$ cat src/rtl/tdm4_demux.sv
// tdm4_demux: recovers four W-bit channel words from a serial TDM line.
// The frame is located with frame_sync. Each slot is received MSB first.
// A complete frame is published to y0..y3 in one step, together with a
// single-cycle frame_valid pulse.
module tdm4_demux #(
  parameter int W = 8
) (
  input  logic         clk,
  input  logic         rst,
  input  logic         en,
  input  logic         din,
  input  logic         frame_sync,
  output logic [W-1:0] y0,
  output logic [W-1:0] y1,
  output logic [W-1:0] y2,
  output logic [W-1:0] y3,
  output logic         frame_valid,
  output logic         locked,
  output logic         sync_err,
  output logic [1:0]   slot
);

  localparam int CW = $clog2(W);
  localparam logic [CW-1:0] BIT_LAST = CW'(W - 1);

  typedef enum logic {
    HUNT   = 1'b0,
    LOCKED = 1'b1
  } state_t;

  state_t         state_r;
  logic [CW-1:0]  bit_cnt_r;
  logic [1:0]     slot_r;
  logic [1:0]     miss_r;
  logic [W-1:0]   shift_r;
  logic [W-1:0]   stage_r [0:3];
  logic [W-1:0]   y0_r;
  logic [W-1:0]   y1_r;
  logic [W-1:0]   y2_r;
  logic [W-1:0]   y3_r;
  logic           frame_valid_r;
  logic           sync_err_r;
  logic           locked_r;

  logic [W-1:0]   shifted_s;
  logic [W-1:0]   first_bit_s;
  logic           frame_start_s;

  // Decode the next shift value, a fresh frame's first bit, and frame-start position
  always_comb begin
    shifted_s     = {shift_r[W-2:0], din};
    first_bit_s   = {{(W-1){1'b0}}, din};
    frame_start_s = 1'b0;
    if ((bit_cnt_r == '0) && (slot_r == 2'd0)) begin
      frame_start_s = 1'b1;
    end else begin
      frame_start_s = 1'b0;
    end
  end

  // Framing FSM, deserializer, staging and output registers
  always_ff @(posedge clk) begin
    if (rst) begin
      state_r       <= HUNT;
      bit_cnt_r     <= '0;
      slot_r        <= 2'd0;
      miss_r        <= 2'd0;
      shift_r       <= '0;
      for (int k = 0; k < 4; k++) begin
        stage_r[k] <= '0;
      end
      y0_r          <= '0;
      y1_r          <= '0;
      y2_r          <= '0;
      y3_r          <= '0;
      frame_valid_r <= 1'b0;
      sync_err_r    <= 1'b0;
      locked_r      <= 1'b0;
    end else begin
      // Pulses default low; disabled cycles hold all other state.
      frame_valid_r <= 1'b0;
      sync_err_r    <= 1'b0;
      if (en) begin
        case (state_r)
          HUNT: begin
            if (frame_sync) begin
              // This bit is the MSB of slot 0.
              state_r   <= LOCKED;
              locked_r  <= 1'b1;
              shift_r   <= first_bit_s;
              bit_cnt_r <= CW'(1);
              slot_r    <= 2'd0;
              miss_r    <= 2'd0;
            end
          end
          LOCKED: begin
            if (frame_sync && !frame_start_s) begin
              // Misplaced sync: drop the partial frame and restart on this bit.
              sync_err_r <= 1'b1;
              shift_r    <= first_bit_s;
              bit_cnt_r  <= CW'(1);
              slot_r     <= 2'd0;
              miss_r     <= 2'd0;
            end else if (!frame_sync && frame_start_s && (miss_r == 2'd1)) begin
              // Second missed sync in a row: give up the lock, keep y as is.
              state_r   <= HUNT;
              locked_r  <= 1'b0;
              bit_cnt_r <= '0;
              slot_r    <= 2'd0;
              miss_r    <= 2'd0;
              shift_r   <= '0;
            end else begin
              if (frame_start_s) begin
                if (frame_sync) begin
                  miss_r <= 2'd0;
                end else begin
                  miss_r <= miss_r + 2'd1;
                end
              end
              shift_r <= shifted_s;
              if (bit_cnt_r == BIT_LAST) begin
                bit_cnt_r       <= '0;
                stage_r[slot_r] <= shifted_s;
                slot_r          <= slot_r + 2'd1;
                if (slot_r == 2'd3) begin
                  // Whole frame is known: publish all four words together.
                  y0_r          <= stage_r[0];
                  y1_r          <= stage_r[1];
                  y2_r          <= stage_r[2];
                  y3_r          <= shifted_s;
                  frame_valid_r <= 1'b1;
                end
              end else begin
                bit_cnt_r <= bit_cnt_r + CW'(1);
              end
            end
          end
          default: begin
            state_r   <= HUNT;
            locked_r  <= 1'b0;
            bit_cnt_r <= '0;
            slot_r    <= 2'd0;
            miss_r    <= 2'd0;
          end
        endcase
      end
    end
  end

  assign y0          = y0_r;
  assign y1          = y1_r;
  assign y2          = y2_r;
  assign y3          = y3_r;
  assign frame_valid = frame_valid_r;
  assign sync_err    = sync_err_r;
  assign locked      = locked_r;
  assign slot        = slot_r;

endmodule

$ cat config.mk
export PLATFORM = sky130hd
export DESIGN_NAME = tdm4_demux
export DESIGN_NICKNAME = d
export VERILOG_FILES = /design/src/rtl/tdm4_demux.sv
export SDC_FILE = /design/constraint.sdc
export NUM_CORES = 1
export LEC_CHECK = 0
export ABC_CLOCK_PERIOD_IN_PS = 8770
export CORE_AREA = 2 2 94 74
export DETAILED_ROUTE_END_ITERATION = 12
export DIE_AREA = 0 0 96 76
export GPL_TIMING_DRIVEN = 0
export PLACE_DENSITY = 0.72
export SLEW_MARGIN = 15
export SYNTH_ARGS = -nofsm -noshare
export SYNTH_HDL_FRONTEND = slang
export SYNTH_SLANG_ARGS = --single-unit
$ cat constraint.sdc
create_clock -name clk -period 8.77 [get_ports clk]
set_clock_uncertainty 0.2 [all_clocks]
set_input_delay 1.754 -clock clk [delete_from_list [all_inputs] [get_ports clk]]
set_output_delay 1.754 -clock clk [all_outputs]
set_load 0.01 [all_outputs]
==> impl_metrics.tcl, run 1 <==
set metrics [dict create \
    outcome "completed" \
    dieWidth_um 96 \
    max-slew-margin-rel_pct 25.0 \
    yosys_warnings 0 \
    cts_buffer_depth 2 \
    worst_hold_startpoint "y1[7]" \
    path_buf_inv 2 \
    final_cell_mix "79 x nand2_1, 50 x dfxtp_1, 39 x clkdlybuf4s50_1, 33 x mux2i_1, 25 x and2_1" \
    clock-root-buffer "clkbuf_8" \
    wl_um 6140 \
    gp_congestion 0.831 \
    fp.coreArea_sq_um 6470 \
    diodes 0 \
    cp_slowest_cell "o21ai_0" \
    p_leak_nw 1.27 \
    slew_viol_final 0 \
    rows 26 \
    p_per_area_nw_per_um2 163 \
    p_switching_w 0.000139 \
    startpoint_type "input port" \
    cts_hold_buf 0 \
    holdPathStages 2 \
    fin_crit_sh_pct 50.2 \
    path_depth 6 \
    rr_worst_depth 8 \
    n_fill_cell 582 \
    cts_tree "done" \
    cts_made_buffers 9 \
    r2r_start "slot[1]" \
    p_int_w 0.000474 \
    p_clk_share_pct 36.4 \
    worstReg2RegEnd "stage_r[0][5]" \
    wl_per_cell_um 13.9 \
    final_common_cell "nand2_1" \
    setup_viol 0 \
    grt_pass1_wl_um 9950 \
    cts_sinks 74 \
    drt_iter0_markers 133 \
    drive_gt1_share_pct 7.28 \
    synth_nets 314 \
    seqPwrFrac_pct 58.9 \
    portBuffers 39 \
    antenna_left 0 \
    vdd_ir_drop_max_v 0.000102 \
    setup-tns-final_ns 0 \
    fin_crit_ns 4.40 \
    crit_path_max_fanout 8 \
    dp_hpwl_um 4130 \
    critPathTopFamily "compound AO/OA/AOI/OAI gates" \
    die_y_um 76 \
    tightest_slew_ns 1.11 \
    antenna_found_initial 0 \
    clk_latency_ns 0.34 \
    finalPower_w 0.000613 \
    syn_area_sq_um 3100 \
    grt_util_all_layers_pct 18.0 \
    worstPathRequired_ns 8.53 \
    syn_to_final_growth_pct 21.2 \
    cpPeakStageDelay_ns 0.87 \
    post-cts-setup-buffer-count 0 \
    num_vias 2218 \
    whs_endpoint "y1[7]" \
    grt_remaining_overflow 0 \
    dieArea_sq_um 7300 \
    hold_viol 0 \
    start_util_pct 47.9 \
    pwr-share-comb_pct 4.7 \
    num_io_pins 42 \
    path_clk_slew_ns 0.07 \
    fin_nets 364 \
    syn_avg_cell_area_sq_um 10.2 \
    max_freq_mhz 227 \
    drc 0 \
    grt_max_degree 12 \
    endpoint_kind "register" \
    p_sw_share_pct 22.7 \
    seq_area_frac_synth_pct 55.6 \
    netlist_instances 303 \
    path_class "in2reg" \
    h-tree-depth 3 \
    ys_ff_latch 74 \
    maxCapViolCount 0 \
    hold_path.class "reg2reg" \
    vias_per_cell 5.03 \
    ctsResizeCount 0 \
    crit_arrival_ns 4.16 \
    rsz0062_at_grt "no" \
    drt_pass1_iterations 6 \
    synth_cell_type_count 34 \
    worstPathCellList "clkdlybuf4s50_1 -> nand2_1 -> or3_1 -> buf_2 -> a21o_1 -> o21ai_0" \
    grt_pass1_vias 2073 \
    r2r_slack_ns 5.38 \
]
[worst reg2reg max path, cell delays in order (launching register included)]
cell and delay, ns:
dfxtp_1 0.51, inv_1 0.17, ha_1 0.24, and3b_1 0.19, buf_6 0.13, or3_1 0.33
buf_6 0.15, a21o_1 0.22, o21ai_0 0.87
[how the worst max path moves through the flow]
stage | startpoint | end | slack, ns
after global routing | en | stage_r[0][5] | 4.24
after global placement | en | stage_r[0][4] | 4.03
final | en | stage_r[0][5] | 4.37
after CTS | en | stage_r[0][3] | 4.39
after floorplan | frame_sync | stage_r[0][0] | 4.84
after detailed placement | en | stage_r[0][4] | 4.02
[final cells by class]
cell class | instances | area [sq um] | area share (%)
well taps | 84 | 105 | 2.80
flip-flops and latches | 74 | 1720 | 45.9
repair buffers | 39 | 390 | 10.4
multi-input cells | 203 | 1240 | 33.0
inverters | 8 | 30.0 | 0.800
clock buffers | 11 | 141 | 3.77
plain buffers | 18 | 109 | 2.90
clock inverters | 4 | 18.8 | 0.500
[flip-flops by register name (all words and copies together), names as in the netlist, 2 cells and up]
register   cells
y2             8
y0             8
y3             8
miss_r         2
slot           2
stage_r       24
bit_cnt_r      3
y1             8
shift_r        7
[through the flow]
stage	hold slack, ns	std cells	util [%]	worst slack [ns]	cell area, sq um
2_1_floorplan	0.246	303	-	4.84	3100
3_3_place_gp	0.242	426	55.5	4.03	3590
3_5_place_dp	0.247	426	55.5	4.02	3590
4_1_cts	0.261	441	58.0	4.39	3750
5_1_grt	0.283	441	58.0	4.24	3750
6_report	0.257	441	58.0	4.37	3750
[cells in the mapped netlist (all sizes together)]
cell type | instances | share of area (%)
and3b | 1 | 0.28
edfxtp | 24 | 23
nor2b | 1 | 0.20
o22ai | 1 | 0.20
a211oi | 2 | 0.81
dfxtp | 50 | 32
inv | 8 | 0.97
buf | 8 | 2.3
nand2 | 79 | 9.6
o32ai | 1 | 0.28
clkbuf | 10 | 1.2
a22oi | 1 | 0.24
o21ai | 13 | 2.1
a311oi | 1 | 0.28
nand3b | 1 | 0.24
or2 | 1 | 0.20
a21o | 1 | 0.24
mux2i | 33 | 11
nor2 | 6 | 0.73
a221oi | 1 | 0.28
a31oi | 1 | 0.20
nand3 | 3 | 0.48
nor4bb | 1 | 0.32
a21oi | 14 | 2.6
ha | 6 | 2.4
o31ai | 1 | 0.24
a2111oi | 1 | 0.89
nor3 | 5 | 0.81
or3 | 2 | 0.40
and2 | 25 | 5.0
nand4 | 1 | 0.20
[routing by layer]
metal  vias up  GRT usage (%)  part of all wire, %
met3         7           6.73                  5.3
met5         -              0                    0
li1       1123              -                    -
met1      1030           25.2                   49
met4         0           6.14                  1.0
met2        58           25.6                   45
[power by group through the flow]
stage	Clock (W)	Sequential, W	Combinational (W)
final	0.000223	0.000361	0.0000291
after global routing	0.000238	0.000361	0.0000330
after CTS	0.000228	0.000361	0.0000293
after detailed placement	0	0.000369	0.0000291
after global placement	0	0.000368	0.0000287
after floorplan	0	0.000368	0.0000203
[logic make-up after synthesis]
| logic type | share of synthesized area, % |
|---|---|
| adders and majority gates | 2.42 |
| DFF | 55.6 |
| and+or+nand+nor | 18.5 |
| buffers and inverters | 4.48 |
| muxes | 10.7 |
| AOI/OAI and AO/OA | 8.40 |
Note: power is estimated with default switching activity, not from simulation.
==> inputs of run 2 (changes only) <==
--- a/config.mk
+++ b/config.mk
@@ -5,7 +5,7 @@
 export SDC_FILE = /design/constraint.sdc
 export NUM_CORES = 1
 export LEC_CHECK = 0
-export ABC_CLOCK_PERIOD_IN_PS = 8770
+export ABC_CLOCK_PERIOD_IN_PS = 4400
 export CORE_AREA = 2 2 94 74
 export DETAILED_ROUTE_END_ITERATION = 12
 export DIE_AREA = 0 0 96 76
==> constraint.sdc (replaced) <==
create_clock -name clk -period 4.4 [get_ports clk]
set_clock_uncertainty 0.2 [all_clocks]
set_input_delay 0.88 -clock clk [delete_from_list [all_inputs] [get_ports clk]]
set_output_delay 0.88 -clock clk [all_outputs]
set_load 0.01 [all_outputs]
==> results of run 2 <==
The final DEF is identical to that of run 1. Status: completed.
Among the figures that moved: setup slack after placement 4.02 ns -> 0.528 ns; setup slack after layout 4.37 ns -> 0.872 ns; register-to-register setup slack 5.38 ns -> 1.01 ns; total power 0.000613 W -> 0.00122 W; worst IR drop on VDD 0.000102 V -> 0.000203 V
==> inputs of run 3 (changes only) <==
--- a/config.mk
+++ b/config.mk
@@ -5,7 +5,7 @@
 export SDC_FILE = /design/constraint.sdc
 export NUM_CORES = 1
 export LEC_CHECK = 0
-export ABC_CLOCK_PERIOD_IN_PS = 4400
+export ABC_CLOCK_PERIOD_IN_PS = 3500
 export CORE_AREA = 2 2 94 74
 export DETAILED_ROUTE_END_ITERATION = 12
 export DIE_AREA = 0 0 96 76
==> constraint.sdc (replaced) <==
create_clock -name clk -period 3.5 [get_ports clk]
set_clock_uncertainty 0.2 [all_clocks]
set_input_delay 0.7 -clock clk [delete_from_list [all_inputs] [get_ports clk]]
set_output_delay 0.7 -clock clk [all_outputs]
set_load 0.01 [all_outputs]
==> results of run 3 <==
The final DEF is identical to that of run 1. Status: completed.
Among the figures that moved: setup slack after placement 4.02 ns -> -0.192 ns; setup slack after layout 4.37 ns -> 0.110 ns; start point of the critical path en -> slot[1]; register-to-register setup slack 5.38 ns -> 0.11 ns; total power 0.000613 W -> 0.00154 W; worst IR drop on VDD 0.000102 V -> 0.000255 V
